**config.mk**
```make
export PLATFORM = sky130hd
export DESIGN_NAME = hours_segment_decoder_flat
export DESIGN_NICKNAME = d
export VERILOG_FILES = /design/src/rtl/hours_segment_decoder_if.sv /design/src/rtl/hours_segment_decoder.sv /design/src/flat_wrapper.sv
export SDC_FILE = /design/constraint.sdc
export NUM_CORES = 1
export LEC_CHECK = 0
export ABC_AREA = 1
export CELL_PAD_IN_SITES_DETAIL_PLACEMENT = 0
export CELL_PAD_IN_SITES_GLOBAL_PLACEMENT = 1
export CORE_MARGIN = 2
export CORE_UTILIZATION = 44
export DETAILED_ROUTE_END_ITERATION = 10
export GPL_ROUTABILITY_DRIVEN = 0
export PLACE_DENSITY = 0.95
export SLEW_MARGIN = 20
export SYNTH_ARGS = -nofsm -noshare
export SYNTH_HDL_FRONTEND = slang
export SYNTH_SLANG_ARGS = --single-unit
```
**constraint.sdc**
```tcl
create_clock -name clk -period 3.65 [get_ports clk]
set_clock_uncertainty 0.05 [all_clocks]
set_input_delay 0.365 -clock clk [delete_from_list [all_inputs] [get_ports clk]]
set_output_delay 0.365 -clock clk [all_outputs]
set_load 0.01 [all_outputs]
```
**src/rtl/hours_segment_decoder_if.sv**
```systemverilog
// Handshake bundle for hours_segment_decoder.
//   seg_in    : two-digit active-low 7-segment pattern {tens, units}, abcdefg
//   sample_en : one-cycle strobe qualifying seg_in
//   out_ready : consumer ready
//   out_valid : hours_bcd holds a newly accepted value
//   hours_bcd : decoded hours 0..12
//   err       : level flag, a stable illegal pattern was accepted
// master = producer/consumer side (testbench), slave = decoder.
interface hours_segment_decoder_if;
    logic [13:0] seg_in;
    logic        sample_en;
    logic        out_ready;
    logic        out_valid;
    logic [3:0]  hours_bcd;
    logic        err;

    modport master (
        output seg_in, sample_en, out_ready,
        input  out_valid, hours_bcd, err
    );

    modport slave (
        input  seg_in, sample_en, out_ready,
        output out_valid, hours_bcd, err
    );
endinterface

```
**src/rtl/hours_segment_decoder.sv**
```systemverilog
// Debounces and decodes a two-digit 7-segment hours display (0..12).
// A pattern is accepted once STABLE_CNT consecutive identical samples have
// been captured; a legal, new value is presented with a valid/ready
// handshake, an illegal one raises err.
// Ports:
//   clk   : clock, rising edge
//   rst_n : asynchronous active-low reset
//   bus   : hours_segment_decoder_if.slave (seg_in, sample_en, out_ready,
//           out_valid, hours_bcd, err)
module hours_segment_decoder #(
    parameter int unsigned STABLE_CNT = 3
) (
    input logic                     clk,
    input logic                     rst_n,
    hours_segment_decoder_if.slave  bus
);

    localparam logic [3:0] STABLE_CNT4 = 4'(STABLE_CNT);

    typedef enum logic [1:0] {IDLE, TRACK, PRESENT} state_t;

    state_t      state_q, state_d;
    logic [13:0] sample_q, sample_d;
    logic [3:0]  stab_cnt_q, stab_cnt_d;
    logic        out_valid_q, out_valid_d;
    logic [3:0]  hours_q, hours_d;
    logic        err_q, err_d;
    logic [3:0]  last_q, last_d;
    logic        have_last_q, have_last_d;

    // Returns {ok, digit}; ok=0 for any pattern that is not a decimal digit.
    function automatic logic [4:0] dec_digit(input logic [6:0] p);
        case (p)
            7'b0000001: dec_digit = {1'b1, 4'd0};
            7'b1001111: dec_digit = {1'b1, 4'd1};
            7'b0010010: dec_digit = {1'b1, 4'd2};
            7'b0000110: dec_digit = {1'b1, 4'd3};
            7'b1001100: dec_digit = {1'b1, 4'd4};
            7'b0100100: dec_digit = {1'b1, 4'd5};
            7'b0100000: dec_digit = {1'b1, 4'd6};
            7'b0001111: dec_digit = {1'b1, 4'd7};
            7'b0000000: dec_digit = {1'b1, 4'd8};
            7'b0000100: dec_digit = {1'b1, 4'd9};
            default:    dec_digit = {1'b0, 4'd0};
        endcase
    endfunction

    logic       same;
    logic       accept;
    logic [4:0] tens_dec, units_dec;
    logic [6:0] value_full;
    logic       legal;
    logic [3:0] hours_new;

    always_comb begin
        state_d     = state_q;
        sample_d    = sample_q;
        stab_cnt_d  = stab_cnt_q;
        out_valid_d = out_valid_q;
        hours_d     = hours_q;
        err_d       = err_q;
        last_d      = last_q;
        have_last_d = have_last_q;

        same = (bus.seg_in == sample_q);
        if (bus.sample_en) begin
            sample_d   = bus.seg_in;
            stab_cnt_d = !same ? 4'd1 :
                         (stab_cnt_q == 4'hF) ? 4'hF : stab_cnt_q + 4'd1;
        end

        // Acceptance fires only on the transition into STABLE_CNT; a reload
        // to 1 counts as a transition even if the count was already 1.
        accept = bus.sample_en && (stab_cnt_d == STABLE_CNT4) &&
                 (!same || (stab_cnt_q != stab_cnt_d));

        tens_dec   = dec_digit(bus.seg_in[13:7]);
        units_dec  = dec_digit(bus.seg_in[6:0]);
        value_full = 7'(tens_dec[3:0]) * 7'd10 + 7'(units_dec[3:0]);
        legal      = tens_dec[4] && units_dec[4] && (value_full <= 7'd12);
        hours_new  = value_full[3:0];

        if (accept) err_d = !legal;

        unique case (state_q)
            IDLE, TRACK: begin
                if (bus.sample_en) state_d = TRACK;
                if (accept && legal && (!have_last_q || hours_new != last_q)) begin
                    hours_d     = hours_new;
                    out_valid_d = 1'b1;
                    state_d     = PRESENT;
                end
            end
            PRESENT: begin
                // Legal acceptances are dropped here; only the handshake
                // moves us back to TRACK.
                if (bus.out_ready) begin
                    out_valid_d = 1'b0;
                    last_d      = hours_q;
                    have_last_d = 1'b1;
                    state_d     = TRACK;
                end
            end
            default: state_d = IDLE;
        endcase
    end

    always_ff @(posedge clk or negedge rst_n) begin
        if (!rst_n) begin
            state_q     <= IDLE;
            sample_q    <= 14'h3FFF;
            stab_cnt_q  <= 4'd0;
            out_valid_q <= 1'b0;
            hours_q     <= 4'd0;
            err_q       <= 1'b0;
            last_q      <= 4'd0;
            have_last_q <= 1'b0;
        end else begin
            state_q     <= state_d;
            sample_q    <= sample_d;
            stab_cnt_q  <= stab_cnt_d;
            out_valid_q <= out_valid_d;
            hours_q     <= hours_d;
            err_q       <= err_d;
            last_q      <= last_d;
            have_last_q <= have_last_d;
        end
    end

    assign bus.out_valid = out_valid_q;
    assign bus.hours_bcd = hours_q;
    assign bus.err       = err_q;

endmodule

```
**src/flat_wrapper.sv**
```systemverilog
// flat-port wrapper written by rule: the top's interface ports become plain ports
module hours_segment_decoder_flat 
#(
    parameter int unsigned STABLE_CNT = 3
)
  (clk, rst_n, bus_seg_in, bus_sample_en, bus_out_ready, bus_out_valid, bus_hours_bcd, bus_err);
  hours_segment_decoder_if bus_i ();
  input logic clk;
  input logic rst_n;
  input wire logic [$bits(bus_i.seg_in)-1:0] bus_seg_in;
  input wire logic [$bits(bus_i.sample_en)-1:0] bus_sample_en;
  input wire logic [$bits(bus_i.out_ready)-1:0] bus_out_ready;
  output wire logic [$bits(bus_i.out_valid)-1:0] bus_out_valid;
  output wire logic [$bits(bus_i.hours_bcd)-1:0] bus_hours_bcd;
  output wire logic [$bits(bus_i.err)-1:0] bus_err;
  assign bus_i.seg_in = bus_seg_in;
  assign bus_i.sample_en = bus_sample_en;
  assign bus_i.out_ready = bus_out_ready;
  assign bus_out_valid = bus_i.out_valid;
  assign bus_hours_bcd = bus_i.hours_bcd;
  assign bus_err = bus_i.err;
  hours_segment_decoder #(.STABLE_CNT(STABLE_CNT)) u_core (.clk(clk), .rst_n(rst_n), .bus(bus_i));
endmodule
```
Word level (Yosys, flattened, before mapping)
Index checks and enable logic that the tools add are counted.
{"block": "totals", "register_bits": 31, "word_cells": 72}
{"block": "classes", "n_addsub": 2, "multipliers": 1, "n_lt_le_gt_ge": 1, "eq_ne": 28, "n_mux": 12, "reduce_logical": 20}
{"op": "5-bit case mux with 10 select lines", "n": 2}
{"op": "7-bit by 3-bit == test with 1-bit output, second input constant", "n": 4}
{"op": "7-bit by 6-bit == test with 1-bit output, second input constant", "n": 4}
{"op": "7-bit == test, second input constant", "n": 4}
{"op": "14-bit == test", "n": 1}
{"op": "7-bit by 1-bit == test with 1-bit output, second input constant", "n": 2}
{"op": "7-bit by 4-bit == test with 1-bit output, second input constant", "n": 2}
{"op": "7-bit by 5-bit == test with 1-bit output, second input constant", "n": 2}
{"op": "7-bit logical NOT", "n": 2}
{"op": "4-bit 2-to-1 mux", "n": 3}
{"op": "4-bit inequality test", "n": 2}
{"op": "7-bit by 4-bit adder with 7-bit output", "n": 1}
{"op": "7-bit by 4-bit <= comparator with 1-bit output, second input constant", "n": 1}
{"op": "1-bit logical AND", "n": 6}
{"op": "4-bit by 3-bit multiplier with 6-bit output, second input constant", "n": 1}
{"op": "2-bit 2-to-1 mux", "n": 3}
{"op": "2-bit AND reduction", "n": 3}
{"op": "4-bit by 1-bit adder with 4-bit output, second input constant", "n": 1}
{"op": "4-bit by 2-bit == test with 1-bit output, second input constant", "n": 1}
{"op": "4-bit == test, second input constant", "n": 1}
{"op": "2-bit case mux with 2 select lines", "n": 1}
{"op": "1-bit logical NOT", "n": 3}
{"op": "3-bit by 2-bit inequality test with 1-bit output, second input constant", "n": 1}
{"op": "3-bit AND reduction", "n": 1}
{"op": "other kinds (10)", "n": 12}

Logic depth before layout (Yosys ltp)
Gate-level depths: netlist of run 1.
{"block": "logic_depth", "depth_word": 11, "depth_mapped": 23}

Worst setup path before layout of run 1
OpenSTA, ideal clock, no wires.
{"block": "synth_timing", "kind": "input to register", "start": "in bus_seg_in[13]", "end": "reg u_core.hours_q[0] (netlist: u_core.bus.hours_bcd[0])", "setup_ns": 0.119, "arrival_time_ns": 2.724, "required_ns": 3.481, "slack_ns": 0.757, "path_stages": 23, "n_path_buf": 0, "cell_sequence": "inv_2 > nand2_1 > inv_1 > nand2_1 > nand2_1 > nor2_1 > inv_1 > ha_1 > ha_1 > inv_1 > fa_1 > inv_1 > xor2_1 > inv_1 > nand2_1 > inv_1 > nand2_1 > nor2_2 > inv_1 > nor2_2 > nand4_2 > nand2_1 > nand2_1"}
{"block": "synth_via", "elab_chain_len": 9, "elab_cells_between_ends": 30, "classes_between": "add/sub: 1; mul: 1; order compare: 1; eq/ne: 13; mux: 3; reduce/logical: 11"}
{"item": "start, declared", "line": "flat_wrapper.sv:10", "rtl": "input wire logic [$bits(bus_i.seg_in)-1:0] bus_seg_in;"}
{"item": "7-bit by 3-bit == test with 1-bit output (tied with other cells)", "line": "hours_segment_decoder.sv:33", "rtl": "case (p)"}
{"item": "5-bit case mux with 10 select lines / 4-bit 2-to-1 mux (equally long branches)", "line": "hours_segment_decoder.sv:33, hours_segment_decoder.sv:68"}
{"item": "4-bit by 3-bit multiplier with 6-bit output / 4-bit 2-to-1 mux (equally long branches)", "line": "hours_segment_decoder.sv:79, hours_segment_decoder.sv:66"}
{"item": "7-bit by 4-bit adder with 7-bit output (tied with other cells)", "line": "hours_segment_decoder.sv:79", "rtl": "value_full = 7'(tens_dec[3:0]) * 7'd10 + 7'(units_dec[3:0]);"}
{"item": "7-bit by 4-bit <= comparator with 1-bit output (tied with other cells)", "line": "hours_segment_decoder.sv:80", "rtl": "legal = tens_dec[4] && units_dec[4] && (value_full <= 7'd12);"}
{"item": "1-bit logical AND (on tied branches)", "line": "hours_segment_decoder.sv:80, hours_segment_decoder.sv:74"}
{"item": "1-bit logical AND", "line": "hours_segment_decoder.sv:88", "rtl": "if (accept && legal && (!have_last_q || hours_new != last_q)) begin"}
{"item": "1-bit logical AND *", "line": "hours_segment_decoder.sv:88"}
{"item": "2-bit AND reduction (no source line) *"}
{"item": "end signal, assigned", "line": "hours_segment_decoder.sv:123", "rtl": "hours_q <= hours_d;"}
{"item": "end, declared", "line": "hours_segment_decoder.sv:26", "rtl": "logic [3:0] hours_q, hours_d;"}
Mark *: on every way between the ends. The rest lies on a longest branch, timed or not.
A chain may end at the register's enable or synchronous reset.

Worst setup path after layout of run 1
{"block": "layout_timing", "start": "in bus_seg_in[11]", "end": "reg u_core.hours_q[0] (netlist: u_core.bus.hours_bcd[0])"}
The elaborated chain is that of the path after synthesis.

==> results.md, run 1 <==
- Outcome: finished, violations left
- Failing checks: negative hold slack
- Post-synthesis cell count: 347
- Mapped Area: 2310 µm²
- GRT overflow: 0
- Period minus WS final: 3400 ps
- Avg Inst Size Synth: 6.66 µm²
- Util after Layout: 54.9%
- Ports: 24
- Clock Sinks: 31
- Sequential fraction of the synthesis area: 34.3%
- Met2 WL post-DR: 2320 µm
- Global-route wire length before repair: 9000 µm
- Wire length per cell: 10.9 µm
- Detailed Route WL: 4930 µm
- Antenna diodes: 0
- DRC viols: 0
- Setup Slack @ Placement: -29.7 ps
- CP max FO: 6
- Distinct cells, synth: 30
- Finish-stage setup viols: 0
- Most common cell after layout, fill and taps aside: nand2_1
- CTS Hold Bufs: 0
- Most frequent cells in the layout: 123 x nand2_1, 51 x inv_1, 31 x nor2_1
- Max Slew Vio Count: 0
- Largest net degree at the start of global routing: 32
- Pre-antenna DRT Iters: 5
- Met3 WL: 292 µm
- H-tree Lvls: 2
- Die width: 76.5 µm
- #FFs+latches synth: 31
- Syn nets: 374
- Achievable frequency: 294 MHz
- Clock-pin slew on the worst setup and hold paths: 70 ps
- Initial antenna violation count: 0
- Worst setup startpoint: bus_seg_in[11]
- Number of buffers added on ports: 23
- Setup crit end kind: register
- DPL Wire Length: 3780 µm
- Startpoint Class: input pin
- CTS max path bufs: 2
- Dpl cell area: 2670 µm²
- Synth warn: 0
- Synth-to-layout area growth: 20.5%
- Maximum VDD drop: 0.000316 V
- Post-DRT Antenna Nets: 0
- Worst r2r src: u_core.sample_q[2]
- Die Footprint: 5850 µm²
- PnR worst setup slack: 251 ps
- Vias/cell: 4.86
- Die H: 76.5 µm
- Hold Slack: -16.9 ps
- Num CTS Buffers: 5
- Initial Utilization: 45.5%
- Hold Violations, Final: 15
- Core ar.: 5070 µm²
- Setup TNS: 0 ps
- RSZ-0062 raised after global routing: no
- Worst Tran Pin Value: 481 ps
- WP data arrival: 3520 ps
- CTS root buf: clkbuf_8
- Total track usage: 18.6%
- Top Metal Used: met4
- Rel. slew slack: 68.0%
- Setup CP Type: input pin to register
- Final Cycle Share: 93.1%
- Metal-1 WL: 2270 µm
- Worst Path Required: 3770 ps
- Clk_lat worst skew: 280 ps
- Max Cap Viol: 0
- Routed vias: 2,190
- PnR Total Power: 0.865 mW
- Final #Nets: 407
- CTS tree: built
- Post-CTS Setup Inserts: 0
- Vias in the first global route: 2,130
- Layout cells sized above 1: 15.7%
- Static leakage: 1.50 nW
- Post-route cell area: 2790 µm²
- Num rows: 26
- Power density cells: 310 nW/µm²
- Hold Path Class: input pin to asynchronous set/reset pin
- Initial detailed-routing violation count: 101
kinds of logic (layout without fill, tap and decap cells):
kind of cell / Yosys count / after routing / share of synthesized area (%)
and+or+nand+nor: 210 / 210 / 40.4
buffers and inverters: 63 / 97 / 10.3
adders and majority gates: 9 / 9 / 5.52
muxes: 3 / 3 / 1.46
xor gates and xnor gates: 6 / 6 / 2.27
DFF: 31 / 31 / 34.3
AOI/OAI and AO/OA: 25 / 25 / 5.69
registers in the layout, indices dropped and copies added (netlist names):
name,count
u_core.bus.hours_bcd,4
u_core.sample_q,14
u_core.bus.err,1
u_core.stab_cnt_q,4
u_core.have_last_q,1
u_core.last_q,4
u_core.state_q,2
u_core.bus.out_valid,1
report_power, final:
part / leakage (nW) / internal [mW] / total (mW) / switching, mW
clock network: 0.0612 / 0.221 / 0.355 / 0.135
logic: 1.07 / 0.0509 / 0.134 / 0.0826
registers: 0.365 / 0.369 / 0.376 / 0.00700
per-stage QoR:
step	hold WS, ps	std cells
after floorplan	19.4	347
after global placement	389	443
after detailed placement	393	443
after CTS	410	451
after global routing	16.6	451
final	-16.9	451
critical path: stages:
cell	delay (ps)
clkdlybuf4s50_1	580
nor2_1	90
nand2_1	90
inv_1	40
nand2_1	70
nand2_1	80
nor2_1	140
inv_1	80
ha_1	280
ha_1	140
inv_1	50
fa_1	500
inv_1	50
xor2_1	150
inv_1	50
nand2_1	40
inv_1	40
nand2_1	50
nor2_2	160
inv_1	70
nor2_2	80
nand4_2	160
nand2_1	100
nand2_1	60
timing repair:
| action | 4_1_cts | 5_1_grt |
|---|---|---|
| resized for setup | 0 | 3 |
| endpoints found under the setup margin | 0 | 4 |
| endpoints found under the hold margin | 0 | 0 |
area by class of cell:
| type | count | area (µm²) |
|---|---|---|
| multi-input cells | 253 | 1280 |
| clock buffers | 6 | 82.6 |
| repair buffers | 30 | 283 |
| fillers | 500 | 2290 |
| clock inverters | 2 | 35.0 |
| inverters | 59 | 221 |
| flip-flops and latches | 31 | 793 |
| well taps | 70 | 87.6 |
cells in the mapped netlist:
master      n  area (µm²)
nand2_2     3        18.8
ha_1        7        87.6
nand3_1    17        85.1
nor3_2      1        10.0
nor2_4      4        45.0
buf_2       1        5.00
inv_2       8        30.0
nand3_2     1        10.0
a21oi_1     7        35.0
or2_2       1        6.26
clkbuf_1    3        11.3
fa_1        2        40.0
xor2_1      3        26.3
dfstp_2    14         368
nor2_1     32         120
nor3_1      4        20.0
inv_1      51         191
nand2_1   123         462
mux2_2      3        33.8
nand4_1    14        87.6
o22ai_1     1        6.26
o211ai_1    1        7.51
xnor2_1     3        26.3
o21ai_0    15        75.1
and3_1      1        6.26
o31ai_1     1        7.51
nand3b_1    1        7.51
nor2_2      7        43.8
dfrtp_1    17         425
nand4_2     1        12.5
final timing paths:
check	end	slack [ps]	cells after the start
min in group clk	u_core.sample_q[9]	360	3
max in group asynchronous	u_core.sample_q[12]	2930	2
max reg2reg	u_core.bus.hours_bcd[2]	1660	14
min	u_core.have_last_q	-20	1
min reg2reg	u_core.have_last_q	400	2
max	u_core.bus.hours_bcd[0]	250	24
layer usage:
metal  global-route usage, %  up-vias
met3                    4.15        8
met1                    23.5      973
li1                        -     1149
met5                       0        -
met2                    31.9       60
met4                    5.64        0
(Power assumes the default switching activity.)
==> run 2: changes to the inputs <==
CAP_MARGIN = 40   (was default)
==> run 2 against run 1 <==
The flow now finishes without violations. Clock power is essentially flat. Via count shrank 1.1%. Sequential share of layout area shrank 0.15 points. Setup slack gained 33 ps. Largest cell class unchanged. Largest power group unchanged.
==> results.md, run 2 (synthesis results as in run 1) <==
- Outcome: finished clean
- Num rows: 26 (unchanged)
- Fill count: 519 (+3.8%)
- Num CTS Buffers: 5 (unchanged)
- CTS root buf: clkbuf_8
- Hold Path Class: input pin to register
- Rel. slew slack: 78.2% (+10 points)
- Startpoint Class: input pin
- Worst Tran Pin Value: 326 ps (-155 ps)
- Number of buffers added on ports: 23 (unchanged)
- Clock Sinks: 31 (unchanged)
- Ports: 24 (unchanged)
- Final Cycle Share: 92.2% (-0.90 points)
- Finish-stage setup viols: 0 (unchanged)
- Wire length per cell: 10.8 µm (-1.5%)
- Post-CTS Setup Inserts: 0 (unchanged)
- WP data arrival: 3490 ps (-30 ps)
- Initial Utilization: 45.5% (unchanged)
- Largest net degree at the start of global routing: 32 (unchanged)
- CTS tree: built
- Achievable frequency: 297 MHz (+0.97%)
- Global-route wire length before repair: 9070 µm (+0.77%)
- Total track usage: 18.8% (+0.13 points)
- Clock-pin slew on the worst setup and hold paths: 70 ps (about the same)
- Dpl cell area: 2680 µm² (+0.56%)
- Pre-antenna DRT Iters: 4 (-1)
- Period minus WS final: 3370 ps (-32.7 ps)
- Initial antenna violation count: 0 (unchanged)
- Setup CP Type: input pin to register
- Final #Nets: 408 (+0.25%)
- Vias in the first global route: 2,152 (+1.0%)
- CP max FO: 6 (unchanged)
- Delay of the slowest critical-path stage: 600 ps (+20 ps)
- Routed vias: 2,167 (-1.1%)
- Worst setup startpoint: bus_seg_in[13]
- H-tree Lvls: 2 (unchanged)
- Worst r2r src: u_core.sample_q[2]
- Clk_lat worst skew: 280 ps (about the same)
- Core ar.: 5070 µm² (unchanged)
- Worst Path Required: 3780 ps (about the same)
- Max Cap Viol: 0 (unchanged)
- Hold Path Origin: bus_seg_in[11]
- Placed Cells: 444 (+0.23%)
- Static leakage: 1.49 nW (-0.18%)
- Most common cell after layout, fill and taps aside: nand2_1
- Util after Layout: 55.2% (+0.30 points)
- GRT overflow: 0 (unchanged)
- Die width: 76.5 µm (unchanged)
- Setup crit end kind: register
- Die H: 76.5 µm (unchanged)
- DRC viols: 0 (unchanged)
- Post-route cell area: 2800 µm² (+0.54%)
- Antenna diodes: 0 (unchanged)
- Max Slew Vio Count: 0 (unchanged)
- Detailed Route WL: 4870 µm (-1.3%)
- RSZ-0062 raised after global routing: no
- Hold Violations, Final: 0 (-15)
- Most frequent cells in the layout: 123 x nand2_1, 51 x inv_1, 32 x nor2_1
- Power density cells: 309 nW/µm² (-0.44%)
- Crit-path cells: clkdlybuf4s50_1 > inv_2 > nand2_1 > inv_1 > nand2_1 > nand2_1 > nor2_1 > inv_1 > ha_1 > ha_1 > inv_1 > fa_1 > inv_1 > xor2_1 > inv_1 > nand2_1 > inv_1 > nand2_1 > nor2_2 > inv_1 > nor2_2 > nand4_2 > nand2_1 > nand2_1
- Initial detailed-routing violation count: 110 (+8.9%)
- Largest reg by FF count: u_core.sample_q
- Maximum VDD drop: 0.000190 V (-40%)
- Post-DRT Antenna Nets: 0 (unchanged)
- CTS max path bufs: 2 (unchanged)
- Synth-to-layout area growth: 21.2%
- Non-Filler Instances: 452 (+0.22%)
- Die Footprint: 5850 µm² (unchanged)
- Layout cells sized above 1: 15.4% (-0.30 points)
- DPL Wire Length: 3800 µm (+0.40%)
- Vias/cell: 4.79 (-1.3%)
- Max reg flops: 14 (unchanged)
- CP max-delay cell: clkdlybuf4s50_1
## run 2: path summary, 6_finish.rpt
| path | to | slack [ps] | cells after the start |
|---|---|---|---|
| min in group asynchronous | u_core.last_q[3] | 530 | 2 |
| max reg2reg | u_core.bus.hours_bcd[0] | 1670 | 13 |
| min | u_core.sample_q[11] | 360 | 3 |
| max | u_core.bus.hours_bcd[0] | 280 | 24 |
| max in group asynchronous | u_core.sample_q[12] | 2720 | 2 |
| min reg2reg | u_core.have_last_q | 400 | 2 |
## run 2: timing repair
item / 4_1_cts / 5_1_grt
resized for setup: 0 / 1
setup endpoints to repair: 0 / 3
hold buffers: 0 / 0
## run 2: final cells by class
class	instances	area, µm²	share of cell area (%)
multi-input cells	253	1280	45.7
flip-flops and latches	31	793	28.3
repair buffers	31	300	10.7
inverters	59	221	7.91
well taps	70	87.6	3.13
clock buffers	6	82.6	2.95
clock inverters	2	35.0	1.25
## run 2: per-stage QoR
| step | hold WS (ps) | setup WS [ps] | total power [mW] | TNS [ps] |
|---|---|---|---|---|
| floorplan | 19.4 | 757 | 0.460 | 0 |
| global placement | 389 | 75.5 | 0.514 | 0 |
| detailed placement | 394 | -18.1 | 0.518 | -43.5 |
| CTS | 411 | 280 | 0.877 | 0 |
| global route | 401 | 23.8 | 0.917 | 0 |
| finish | 365 | 284 | 0.865 | 0 |
## run 2: report_power, final
part           switching [mW]  internal [mW]
registers             0.00706          0.369
clock network           0.134          0.221
logic                  0.0821         0.0530
total                   0.223          0.643
## run 2: critical path, delay by kind of cell
family | cells | cell delay (ps)
AND/OR/NAND/NOR | 11 | 1010
adder cells (fa/ha/maj) | 3 | 920
XOR/XNOR | 1 | 150
buffers and inverters | 9 | 1050
## run 2: per-layer routing
layer  part of all wire [%]  up-vias  track usage (%)
met2                     47       32             31.6
met3                    3.1       11             4.03
met1                     48      975             23.7
met5                      0        -                0
li1                       -     1149                -
met4                    1.7        0             6.91
